`src/rtl/ifstage_fsm.sv`:
```
// Instruction-fetch stage: Moore FSM (IDLE/FETCH/ISSUE/FAULT). It owns the PC, requests
// instructions from IMem and holds each fetched word for the control decoder.
// Latency: Instr_Valid rises one edge after IMem_Ack. The next IMem_Req rises one edge after PC_LdEn.
// Backpressure: ISSUE holds Instr and PC until PC_LdEn. FETCH times out into a sticky FAULT.
//
// Ports:
//   Clk, Reset      - single clock; synchronous active-low reset
//   PC_Sel          - 0: next PC = PC+4, 1: next PC = PC+4+(PC_Immed<<2)
//   PC_LdEn         - consumer accepts Instr and lets the PC advance (honoured in ISSUE only)
//   PC_Immed        - sign-extended branch offset in words
//   IMem_Ack        - read data valid (honoured in FETCH only)
//   IMem_RData      - read data
//   IMem_Req        - read request, high exactly while in FETCH
//   IMem_Addr       - read address (always the PC)
//   PC              - current program counter
//   Instr           - registered instruction word
//   Instr_Valid     - high exactly while in ISSUE
//   Fetch_Err       - sticky timeout flag, cleared only by reset
module ifstage_fsm #(
    parameter logic [31:0] RESET_PC = 32'h0000_0000,
    parameter int          MAX_WAIT = 15
) (
    input  logic        Clk,
    input  logic        Reset,
    input  logic        PC_Sel,
    input  logic        PC_LdEn,
    input  logic [31:0] PC_Immed,
    input  logic        IMem_Ack,
    input  logic [31:0] IMem_RData,
    output logic        IMem_Req,
    output logic [31:0] IMem_Addr,
    output logic [31:0] PC,
    output logic [31:0] Instr,
    output logic        Instr_Valid,
    output logic        Fetch_Err
);

    localparam int CW = $clog2(MAX_WAIT + 1);
    localparam logic [CW-1:0] WAIT_LIMIT = CW'(MAX_WAIT);

    localparam logic [1:0] S_IDLE  = 2'd0;
    localparam logic [1:0] S_FETCH = 2'd1;
    localparam logic [1:0] S_ISSUE = 2'd2;
    localparam logic [1:0] S_FAULT = 2'd3;

    logic [1:0]    r_state;
    logic [1:0]    w_state_nxt;
    logic [CW-1:0] r_wait_cnt;
    logic [CW-1:0] w_wait_inc;
    logic          w_wait_hit;
    logic [31:0]   r_pc;
    logic [31:0]   r_instr;
    logic          r_fetch_err;
    logic [31:0]   w_pc_seq;
    logic [31:0]   w_pc_br;

    // The timeout fires on the edge where the incremented count reaches the
    // limit. An acknowledge on that same edge takes priority, so the
    // boundary cycle still completes the fetch.
    assign w_wait_inc = r_wait_cnt + CW'(1);
    assign w_wait_hit = (w_wait_inc == WAIT_LIMIT);

    // Carries out of bit 31 are discarded, so the PC wraps silently.
    assign w_pc_seq = r_pc + 32'd4;
    assign w_pc_br  = w_pc_seq + (PC_Immed << 2);

    always_comb begin
        w_state_nxt = r_state;
        case (r_state)
            S_IDLE:  w_state_nxt = S_FETCH;
            S_FETCH: begin
                if (IMem_Ack) begin
                    w_state_nxt = S_ISSUE;
                end else if (w_wait_hit) begin
                    w_state_nxt = S_FAULT;
                end
            end
            S_ISSUE: begin
                if (PC_LdEn) begin
                    w_state_nxt = S_FETCH;
                end
            end
            S_FAULT: w_state_nxt = S_FAULT;
            default: w_state_nxt = S_IDLE;
        endcase
    end

    always_ff @(posedge Clk) begin
        if (!Reset) begin
            r_state     <= S_IDLE;
            r_pc        <= RESET_PC;
            r_instr     <= 32'h0;
            r_wait_cnt  <= '0;
            r_fetch_err <= 1'b0;
        end else begin
            r_state <= w_state_nxt;
            case (r_state)
                S_FETCH: begin
                    if (IMem_Ack) begin
                        r_instr    <= IMem_RData;
                        r_wait_cnt <= '0;
                    end else begin
                        r_wait_cnt <= w_wait_inc;
                        if (w_wait_hit) begin
                            r_fetch_err <= 1'b1;
                        end
                    end
                end
                S_ISSUE: begin
                    if (PC_LdEn) begin
                        r_pc <= PC_Sel ? w_pc_br : w_pc_seq;
                    end
                end
                default: ;
            endcase
        end
    end

    // Handshake outputs are pure decodes of the state, so reset and FAULT
    // force them low without extra gating.
    assign IMem_Req    = (r_state == S_FETCH);
    assign Instr_Valid = (r_state == S_ISSUE);
    assign IMem_Addr   = r_pc;
    assign PC          = r_pc;
    assign Instr       = r_instr;
    assign Fetch_Err   = r_fetch_err;

endmodule

```
`config.mk`:
```
export PLATFORM = sky130hd
export DESIGN_NAME = ifstage_fsm
export DESIGN_NICKNAME = d
export VERILOG_FILES = /design/src/rtl/ifstage_fsm.sv
export SDC_FILE = /design/constraint.sdc
export NUM_CORES = 1
export LEC_CHECK = 0
export BUFFER_PORTS_ARGS = -buffer_cell sky130_fd_sc_hd__clkbuf_2
export CAP_MARGIN = 20
export CORE_MARGIN = 3
export CORE_UTILIZATION = 39
export CTS_CLUSTER_DIAMETER = 80
export DETAILED_ROUTE_END_ITERATION = 6
export MAX_ROUTING_LAYER = met4
export PLACE_DENSITY = 0.66
export SETUP_SLACK_MARGIN = 0.15
export SLEW_MARGIN = 20
export SYNTH_ARGS = -nofsm -noshare
export SYNTH_HDL_FRONTEND = slang
export SYNTH_SLANG_ARGS = --single-unit
```
`constraint.sdc`:
```
create_clock -name Clk -period 3.3 [get_ports Clk]
set_input_delay 0.165 -clock Clk [delete_from_list [all_inputs] [get_ports Clk]]
set_output_delay 0.165 -clock Clk [all_outputs]
set_load 0.01 [all_outputs]
```
Word level (Yosys, flattened, before mapping):

Index checks and enable logic that the tools add are counted.
W data, S select, Z words.

* register bits after elaboration: 71
* input bits: 69
* word-level logic and storage cells: 26

* $add $sub $neg: 3
* eq/ne operators: 6
* multiplexer cells: 6
* bitwise logic cells: 1
* reductions and logical operators: 5

Operators by type and width (number)
* $add A32 B3 Y32 const B: 1
* $add A32 B32 Y32: 1
* $mux W32: 1
* $pmux W2 S4: 1
* $mux W2: 3
* $reduce_and A2 Y1: 3
* $add A4 B1 Y4 const B: 1
* $eq A2 B2 Y1 const B: 2
* $eq A4 B4 Y1 const B: 1
* $mux W4: 1
* $ne A3 B2 Y1 const B: 1
* $reduce_and A3 Y1: 1
* $eq A2 B1 Y1 const B: 1
* $logic_not A2 Y1: 1
* $ne A2 B2 Y1 const B: 1
* $not A1 Y1: 1

Longest topological paths before layout:

Gate-level depths: netlist of run 1.

* word-level depth: 5
* depth in mapped cells: 17
* depth with buffers taken out: 15

Least setup slack after synthesis of run 1:

No wires, ideal clock.

* path type: flip-flop to flip-flop
* from: register r_pc[4], in the netlist IMem_Addr[4]
* to: register r_pc[29], in the netlist IMem_Addr[29]
* data arrival time: 3.367 ns
* required time: 3.230 ns
* slack: -0.137 ns
* stages on the path, launching flop included: 18
* buffers on the path: 2
* clock period less this slack: 3.437 ns
* cell sequence: dfxtp_1 and4_1 and4_1 buf_6 and4_1 buf_4 and3_4 nand3_4 xnor2_1 ha_1 nor3_1 nor2_1 a211oi_1 o211ai_1 a31oi_1 nand2b_1 mux2_2 a21oi_1

* word-level cells in the longest chain between the ends: 3

Ends and longest elaborated chain
* start, declared: line 51 `logic [31:0] r_pc;`
* start signal, assigned: line 111 `r_pc <= PC_Sel ? w_pc_br : w_pc_seq;`
* $add A32 B3 Y32 *: line 64 `assign w_pc_seq = r_pc + 32'd4;`
* $add A32 B32 Y32: line 65 `assign w_pc_br = w_pc_seq + (PC_Immed << 2);`
* $mux W32 *: line 111

Mark *: on every way between the ends. The rest lies on a longest branch, timed or not.
A chain may end at the register's enable or synchronous reset.

Worst setup path in the final report of run 1:

* from: register r_pc[5], in the netlist IMem_Addr[5]
* to: register r_pc[24], in the netlist IMem_Addr[24]

The elaborated chain is that of the path after synthesis.

==> flow_summary.ini, run 1 <==
[timing]
tns_ns = 0
setup_viol = 0
tightest_slew_ns = 0.703
hold-worst-slack_ns = 0.0486
skew_ns = 0.00734
hold_viol_final = 0
finalCritPeriodShare = 0.994
rsz0062_at_grt = true
report.final.slew_viol_count = 0
max_freq_mhz = 305
finalCriticalPeriod_ns = 3.28
slew_headroom = 0.531

[power_and_ir_drop]
p_leak_nw = 3.74
power_w = 0.00247
power_density_nw_per_um2 = 312
vdd_drop_max_mv = 0.242

[floorplan]
start_util = 0.408
dieWidth_um = 125
die_h_um = 125
io_pins = 168
fp-row-count = 42
fp.coreArea_um2 = 13500
die_area_um2 = 15600

[outcome]
status = completed

[worst_setup_path]
critPathMaxFanout = 5
critPathMaxStageDelay_ns = 0.37
worst_path_most_repeated_cell = buf_6
cp_num_buf_inv = 5
crit_type = register to register
cp_cell_sequence = and4_4, and4_4, buf_6, and3_4, buf_6, xor2_1, ha_1, buf_6, buf_4, nand4_1, o21ai_4, a211oi_4, buf_4, or3_4, a2111o_1, nand2_1
critical_path.top_delay_family = simple AND/OR/NAND/NOR gates
end_kind = register
crit_required_ns = 3.58
worstSetupStartpointType = register
crit_arrival_ns = 3.56
slowest_stage = a2111o_1

[cts]
clock-root-buffer = clkbuf_16
cts.clk_slew.worst_paths_ns = 0.06
cts_buffer_depth = 2
cts.htree.levels = 3
cts_hold_buf = 0
numCtsBuffers = 9
clock-sinks = 69
clock_latency_ns = 0.34
cts_tree = yes

[route]
postRouteWirelength_um = 17600
drtPass1Iterations = 5
vias_per_cell = 5.30
drt_iter0_markers = 314
ant_nets = 0
wl_per_cell_um = 15.4
route.vias.total = 6052
post-route-drc-count = 0

[logic_synthesis]
yosysMostFrequentCell = nand2_1
syn_area_per_cell_um2 = 7.50
synth_top_area_share = 0.251
synth_edf_count = 0
async_reset_ff_frac = 0
ys_warn_count = 0
yosys.area.top_type = dfxtp_1
synth_cell_types = 71
ys_seq_area_frac = 0.251
ys_top_cells_by_count = nand2_1, a21oi_1, dfxtp_1, nor2_1, ha_1
synthCells = 735
syn_area_um2 = 5510
synth_seq_cells = 69
netlist_top_cells_area = dfxtp_1, ha_1, a21oi_1, nand2_1, buf_4
synth_ff_type = dfxtp_1

[grt]
grtUsageTotal = 0.213
grt_max_degree = 49
antenna_found_initial = 0
grt_pass1_wl_um = 27100
grt_overflow = 0
grt_pass1_vias = 5454

[min_path]
min_path_type = input pin to register

[flow_run]
cap_viol_max_count = 0

[place]
io_buffers = 161
hpwl_um = 12700
placed_cell_area_um2 = 6950
place.gp.congestion = 0.889

[final_layout]
area_growth_pct = 43.9
nets = 1070
antenna_cells = 0
drive_gt1_frac = 0.424
postLayoutCellArea_um2 = 7930
final_core_utilization = 0.587
## cell type report
cell class	instances	area (um^2)
clock inverter	5	62.6
timing repair buffer	284	1760
tap	176	220
multi-input combinational	584	4180
inverter	13	48.8
sequential	69	1400
clock buffer	11	264
fill	1218	5570
## report_power, final
group | switching [W] | total [W] | internal, W
clock | 0.000386 | 0.00104 | 0.000657
sequential | 0.0000244 | 0.000888 | 0.000864
combinational | 0.000301 | 0.000543 | 0.000242
total | 0.000712 | 0.00247 | 0.00176
## flip-flops by register name, summed over array words and instances (netlist names)
register	cells
Instr	32
Fetch_Err	1
r_state	2
r_wait_cnt	4
IMem_Addr	30
## path summary, 6_finish.rpt
path	from	cells past startpoint	slack (ns)	to
max reg2reg	IMem_Addr[5]	16	0.02	IMem_Addr[24]
min	IMem_RData[1]	3	0.05	Instr[1]
min reg2reg	Instr[30]	2	0.45	Instr[30]
max	IMem_Addr[5]	16	0.02	IMem_Addr[24]
## layout by cell type (no fill, tap or decap), types with 8 or more instances in the layout
master | synthesis | routed
clkbuf_2 | 0 | 161
nand2_1 | 121 | 117
buf_4 | 35 | 116
a21oi_1 | 93 | 82
dfxtp_1 | 69 | 60
nor2_1 | 40 | 34
ha_1 | 39 | 30
o21ai_0 | 36 | 28
xnor2_1 | 26 | 19
a21o_1 | 18 | 18
nand3_1 | 20 | 17
nor3_1 | 18 | 15
inv_1 | 12 | 12
nand4_1 | 12 | 12
and3_1 | 16 | 11
xor2_1 | 17 | 11
a21oi_2 | 0 | 10
clkbuf_16 | 0 | 10
o211ai_1 | 9 | 9
a31oi_1 | 10 | 8
## metal layers
layer	track usage	up-vias	wire (um)
met1	0.265	2765	7730
met2	0.359	195	8570
met3	0.0266	34	848
met5	-	-	0
li1	-	3058	-
met4	0.0695	0	405
## what timing repair did
item                       CTS  global route
gates resized for setup     49            58
buffers inserted             9            11
setup endpoints to repair   14            16
pin swaps                   59            49
## stage by stage
| stage | std cells | worst slack [ns] |
|---|---|---|
| after floorplan | 738 | 0.00505 |
| after global placement | 1106 | -0.0773 |
| after detailed placement | 1106 | -0.147 |
| after CTS | 1131 | 0.0616 |
| after global routing | 1142 | -0.120 |
| final | 1142 | 0.0195 |
## worst register-to-register path, stage by stage (launching register included)
cell and delay (ns):
dfxtp_4 0.34, and4_4 0.22, and4_4 0.25, buf_6 0.12, and3_4 0.18, buf_6 0.09
xor2_1 0.06, ha_1 0.35, buf_6 0.12, buf_4 0.10, nand4_1 0.15, o21ai_4 0.21
a211oi_4 0.12, buf_4 0.16, or3_4 0.33, a2111o_1 0.37, nand2_1 0.07
## cell families (layout without fill, tap and decap cells)
group           count (synthesis)  after routing  share of synthesized area
xor+xnor                       43             43                     0.0683
mux                             6              6                     0.0111
other cells                     1              4                   0.000680
flops                          69             69                      0.251
buf+inv                        85            313                     0.0835
fa+ha+maj                      40             40                     0.0922
compound gates                213            213                      0.243
simple gates                  278            278                      0.250
No activity file was read; power rests on OpenSTA's default activity.
==> inputs of run 2 (changes only) <==
--- a/config.mk
+++ b/config.mk
@@ -8,11 +8,11 @@
 export BUFFER_PORTS_ARGS = -buffer_cell sky130_fd_sc_hd__clkbuf_2
 export CAP_MARGIN = 20
 export CORE_MARGIN = 3
-export CORE_UTILIZATION = 39
+export CORE_UTILIZATION = 48
 export CTS_CLUSTER_DIAMETER = 80
 export DETAILED_ROUTE_END_ITERATION = 6
 export MAX_ROUTING_LAYER = met4
-export PLACE_DENSITY = 0.66
+export PLACE_DENSITY = 0.78
 export SETUP_SLACK_MARGIN = 0.15
 export SLEW_MARGIN = 20
 export SYNTH_ARGS = -nofsm -noshare
==> flow_summary.ini, run 2 (synthesis results as in run 1) <==
[cts]
numCtsBuffers = 9
cts.htree.levels = 3
cts_hold_buf = 0
cts_buffer_depth = 2
cts_tree = yes
clock-root-buffer = clkbuf_16
clock_latency_ns = 0.33
clock-sinks = 69
cts.clk_slew.worst_paths_ns = 0.06

[worst_setup_path]
reg2reg_from = IMem_Addr[14]
r2r-end = IMem_Addr[31]
crit_required_ns = 3.49
rrSetupSlack_ns = -0.12
critPathMaxStageDelay_ns = 0.32
critical_path.top_delay_family = simple AND/OR/NAND/NOR gates
worstRegToRegCells = 15
critPathMaxFanout = 3
crit_arrival_ns = 3.62
cp_cell_sequence = and4_1, and4_4, and4_4, and3_4, nand3_4, xnor2_2, ha_2, nor3_2, o211ai_1, a211oi_2, o211ai_1, nand2_1, mux2i_1, a22o_1, o2111ai_1
slowest_stage = dfxtp_2
worstSetupStartpointType = register
end_kind = register
cp_num_buf_inv = 0
crit_type = register to register

[grt]
antenna_found_initial = 0
grt_pass1_vias = 5697
grtUsageTotal = 0.266
grt_overflow = 0
grt_pass1_wl_um = 27500
grt_max_degree = 49

[route]
drt_iter0_markers = 515
postRouteWirelength_um = 18200
post-route-drc-count = 0
route.vias.total = 6339
ant_nets = 0
vias_per_cell = 5.73
drtPass1Iterations = 5
wl_per_cell_um = 16.5

[timing]
rsz0062_at_grt = true
report.final.slew_viol_count = 0
skew_ns = 0.0104
finalCriticalPeriod_ns = 3.42
max_freq_mhz = 292
setup_viol = 5
slew_headroom = 0.467
finalCritPeriodShare = 1.04
hold_viol_final = 0
setup_slack_ns = -0.123
tightest_slew_ns = 0.797

[final_layout]
largest_reg_flops = 32
layout_common_cells = clkbuf_2, nand2_1, buf_4
drive_gt1_frac = 0.423
final_core_utilization = 0.711
nets = 1071
antenna_cells = 0
final_common_cell = clkbuf_2
finalNonFillerCells = 1106
area_growth_pct = 42.3

[floorplan]
die_area_um2 = 12800
start_util = 0.500
fp-row-count = 38
dieWidth_um = 113
die_h_um = 113
io_pins = 168
fp.coreArea_um2 = 11000

[min_path]
min_to = Instr[5]
holdPathStages = 3
worstHoldStart = IMem_RData[5]
min_path_type = input pin to register

[power_and_ir_drop]
power_density_nw_per_um2 = 305
vdd_drop_max_mv = 0.242
p_leak_nw = 3.73
power_w = 0.00240

[place]
dp_cells = 1061
place.gp.congestion = 1.01
hpwl_um = 12300
io_buffers = 161

[outcome]
status = finished with violations
violations = setup timing

[flow_run]
cap_viol_max_count = 0
==> run 2: area by class of cell <==
type / count / area (um^2)
multi-input combinational: 584 / 4150
fill: 831 / 3190
timing repair buffer: 285 / 1770
sequential: 69 / 1410
clock buffer: 9 / 225
tap: 140 / 175
clock inverter: 6 / 65.1
inverter: 13 / 48.8
==> run 2: routing by layer <==
metal,up-vias,routed length [um],track usage,part of all wire
met2,277,9110,0.438,0.50
met4,0,521,0.104,0.029
li1,3048,-,-,-
met5,-,0,-,0
met1,2965,7510,0.335,0.41
met3,49,1090,0.0278,0.060
==> run 2: metrics by stage <==
stage          TNS (ns)  instance area, um^2  hold slack [ns]  setup WS (ns)
6_report         -0.375                 7840           0.0553         -0.123
5_1_grt           -1.31                 7840           0.0557         -0.272
4_1_cts               0                 7420           0.0445        0.00125
3_5_place_dp     -0.977                 6840            0.393         -0.254
3_3_place_gp     -0.421                 6840            0.388         -0.136
2_1_floorplan         0                 5570            0.301        0.00505
==> run 2: worst register-to-register path: stages (launching register included) <==
cell and delay, ns:
dfxtp_2 0.32, and4_1 0.24, and4_4 0.27, and4_4 0.25, and3_4 0.21, nand3_4 0.09, xnor2_2 0.18, ha_2 0.23
nor3_2 0.17, o211ai_1 0.15, a211oi_2 0.30, o211ai_1 0.19, nand2_1 0.19, mux2i_1 0.24, a22o_1 0.18, o2111ai_1 0.09
==> run 2: repair_timing <==
item | 4_1_cts | 5_1_grt
cloned | 0 | 0
resized for setup | 48 | 56
endpoints found under the setup margin | 14 | 16
setup buffers | 13 | 17
pin swaps | 48 | 51
==> run 2: worst max path at each step <==
stage / cells past startpoint / slack [ns] / to / startpoint
6_report: 15 / -0.12 / IMem_Addr[31] / IMem_Addr[14]
3_3_place_gp: 15 / -0.14 / IMem_Addr[31] / IMem_Addr[7]
2_1_floorplan: 17 / 0.005 / IMem_Addr[29] / IMem_Addr[4]
5_1_grt: 15 / -0.27 / IMem_Addr[31] / IMem_Addr[6]
3_5_place_dp: 15 / -0.25 / IMem_Addr[31] / IMem_Addr[7]
4_1_cts: 15 / 0.001 / IMem_Addr[31] / IMem_Addr[7]
==> run 2: where the power goes <==
part | leakage [nW] | internal, W | switching (W) | total, W
Combinational | 3.02 | 0.000241 | 0.000310 | 0.000551
Clock | 0.141 | 0.000580 | 0.000374 | 0.000954
Sequential | 0.567 | 0.000864 | 0.0000259 | 0.000890
==> inputs of run 3 (changes only) <==
--- a/config.mk
+++ b/config.mk
@@ -5,10 +5,11 @@
 export SDC_FILE = /design/constraint.sdc
 export NUM_CORES = 1
 export LEC_CHECK = 0
+export ABC_AREA = 1
 export BUFFER_PORTS_ARGS = -buffer_cell sky130_fd_sc_hd__clkbuf_2
 export CAP_MARGIN = 20
 export CORE_MARGIN = 3
-export CORE_UTILIZATION = 48
+export CORE_UTILIZATION = 49
 export CTS_CLUSTER_DIAMETER = 80
 export DETAILED_ROUTE_END_ITERATION = 6
 export MAX_ROUTING_LAYER = met4
==> flow_summary.ini, run 3 <==
[final_layout]
final_common_cell = nand2_1
fill_cells = 1255
layout_common_cells = nand2_1, inv_1, clkbuf_2
largest_reg_flops = 32
area_growth_pct = 19.9
antenna_cells = 0
finalNonFillerCells = 1375
drive_gt1_frac = 0.211
nets = 1312

[route]
ant_nets = 0
wl_per_cell_um = 13.7
drtPass1Iterations = 5
post-route-drc-count = 0
postRouteWirelength_um = 18800
route.vias.total = 6956
drt_iter0_markers = 625
vias_per_cell = 5.06

[worst_setup_path]
worstRegToRegCells = 17
reg2reg_from = IMem_Addr[10]
crit_required_ns = 3.54
crit_arrival_ns = 3.22
worstSetupStartpointType = register
rrSetupSlack_ns = 0.32
cp_num_buf_inv = 3
critPathMaxFanout = 5
critPathMaxStageDelay_ns = 0.42
r2r-end = IMem_Addr[18]
critical_path.top_delay_family = simple AND/OR/NAND/NOR gates
end_kind = register
crit_type = register to register
worst_path_most_repeated_cell = nand2_1
cp_cell_sequence = nand2_1, nor2_2, nand2_1, nor2_2, xor2_1, inv_1, ha_1, nand2_1, nor2_1, buf_4, nand2_1, inv_1, nand2_1, nand2_1, xor2_1, o21ai_0, a21oi_1
slowest_stage = dfxtp_1

[grt]
antenna_found_initial = 0
grt_max_degree = 56
grt_pass1_wl_um = 29300
grtUsageTotal = 0.263
grt_pass1_vias = 6021
grt_overflow = 0

[logic_synthesis]
yosys.area.top_type = nand2_1
ys_seq_area_frac = 0.222
synth_cell_types = 40
ys_warn_count = 0
synth_ff_type = dfxtp_1
syn_area_per_cell_um2 = 5.81
ys_top_cells_by_count = nand2_1, inv_1, a21oi_1, dfxtp_1, nor2_1
synth_edf_count = 0
netlist_top_cells_area = nand2_1, dfxtp_1, inv_1, ha_1, a21oi_1
synthCells = 1070
syn_area_um2 = 6220
synth_top_area_share = 0.243
yosysMostFrequentCell = nand2_1
synth_seq_cells = 69
async_reset_ff_frac = 0

[cts]
post_cts_resized = 0
cts_tree = yes
clock-sinks = 69
cts_buffer_depth = 2
numCtsBuffers = 9
post_cts_buffers = 0
cts_hold_buf = 0
clock-root-buffer = clkbuf_16
cts.htree.levels = 3
clock_latency_ns = 0.32
cts.clk_slew.worst_paths_ns = 0.06

[timing]
tns_ns = 0
rsz0062_at_grt = true
slew_headroom = 0.274
setup_viol = 0
report.final.slew_viol_count = 0
finalCriticalPeriod_ns = 2.98
hold_viol_final = 0
skew_ns = 0.00289
tightest_slew_ns = 1.09
max_freq_mhz = 336
finalCritPeriodShare = 0.902

[power_and_ir_drop]
power_frac_clock = 0.438
combPwrFrac = 0.194
vdd_drop_max_mv = 0.332
internal-power_w = 0.00177
p_switching_w = 0.000675
switching_share = 0.276
power_density_nw_per_um2 = 328
p_seq_frac = 0.368
p_leak_nw = 4.07

[floorplan]
die_h_um = 119
die_area_um2 = 14100
fp.coreArea_um2 = 12200
dieWidth_um = 119
start_util = 0.509
io_pins = 168
fp-row-count = 40

[min_path]
worstHoldStart = IMem_RData[4]
min_path_type = input pin to register
min_to = Instr[4]
holdPathStages = 3

[flow_run]
cap_viol_max_count = 0

[place]
io_buffers = 161
dp_cells = 1360
place.gp.congestion = 0.989
hpwl_um = 14800

[outcome]
status = completed
run 3: cell count changes in the layout (fill, tap and decap cells not counted), sizes merged, moves of 6 or more:
cell	before	now
xnor2	26	6
o211ai	10	1
and4	8	0
a21o	18	2
and3	17	0
inv	13	163
nor2b	6	0
o21ai	38	23
nand2	122	411
nand3	23	63
nor2	41	76
a211oi	12	0
buf	124	16
or3	6	0
run 3: how the worst max path moves through the flow:
stage / from / to / depth (start not counted)
2_1_floorplan: IMem_Addr[2] / IMem_Addr[27] / 16
4_1_cts: IMem_Addr[3] / IMem_Addr[27] / 18
3_5_place_dp: IMem_Addr[3] / IMem_Addr[27] / 18
3_3_place_gp: IMem_Addr[3] / IMem_Addr[27] / 18
6_report: IMem_Addr[10] / IMem_Addr[18] / 17
5_1_grt: IMem_Addr[10] / IMem_Addr[29] / 19
run 3: through the flow:
step | setup slack (ns) | hold WS (ns) | util | area, um^2 | power (W)
2_1_floorplan | 0.606 | 0.303 | - | 6230 | 0.00122
3_3_place_gp | 0.258 | 0.398 | 0.574 | 7010 | 0.00137
3_5_place_dp | 0.219 | 0.403 | 0.574 | 7010 | 0.00138
4_1_cts | 0.193 | 0.0551 | 0.601 | 7340 | 0.00245
5_1_grt | 0.116 | 0.0629 | 0.611 | 7460 | 0.00256
6_report | 0.322 | 0.0636 | 0.611 | 7460 | 0.00245
run 3: kinds of logic after synthesis:
logic type | count (synthesis) | synth area share
AND/OR/NAND/NOR | 582 | 0.390
other | 1 | 0.000603
flip-flops | 69 | 0.222
AO/OA/AOI/OAI | 131 | 0.113
buffers and inverters | 221 | 0.156
XOR/XNOR | 26 | 0.0366
adder cells (fa/ha/maj) | 40 | 0.0817
run 3: layer usage:
| metal | routed length (um) | share of wire | track usage | up-vias |
|---|---|---|---|---|
| met5 | 0 | 0 | - | - |
| met4 | 579 | 0.031 | 0.0862 | 0 |
| met3 | 1380 | 0.073 | 0.0421 | 39 |
| met2 | 8510 | 0.45 | 0.408 | 275 |
| met1 | 8370 | 0.44 | 0.351 | 3073 |
| li1 | - | - | - | 3569 |
run 3: layout make-up:
| type | count | area (um^2) | area share |
|---|---|---|---|
| timing repair buffer | 177 | 926 | 0.124 |
| multi-input combinational | 783 | 3980 | 0.534 |
| tap | 168 | 210 | 0.0282 |
| inverter | 163 | 612 | 0.0820 |
| sequential | 69 | 1400 | 0.187 |
| clock inverter | 5 | 100 | 0.0134 |
| clock buffer | 10 | 229 | 0.0307 |
run 3: power groups by stage:
stage	Combinational (W)	Clock [W]	Sequential, W
2_1_floorplan	0.000295	0	0.000926
3_3_place_gp	0.000458	0	0.000914
3_5_place_dp	0.000464	0	0.000916
4_1_cts	0.000466	0.00109	0.000898
5_1_grt	0.000528	0.00113	0.000905
6_report	0.000474	0.00107	0.000900
run 3: worst register-to-register path, stage by stage (launching register included):
cell and delay [ns]:
dfxtp_1 0.42, nand2_1 0.10, nor2_2 0.20, nand2_1 0.10, nor2_2 0.16, xor2_1 0.30
inv_1 0.08, ha_1 0.32, nand2_1 0.10, nor2_1 0.22, buf_4 0.16, nand2_1 0.07
inv_1 0.06, nand2_1 0.05, nand2_1 0.08, xor2_1 0.19, o21ai_0 0.11, a21oi_1 0.17
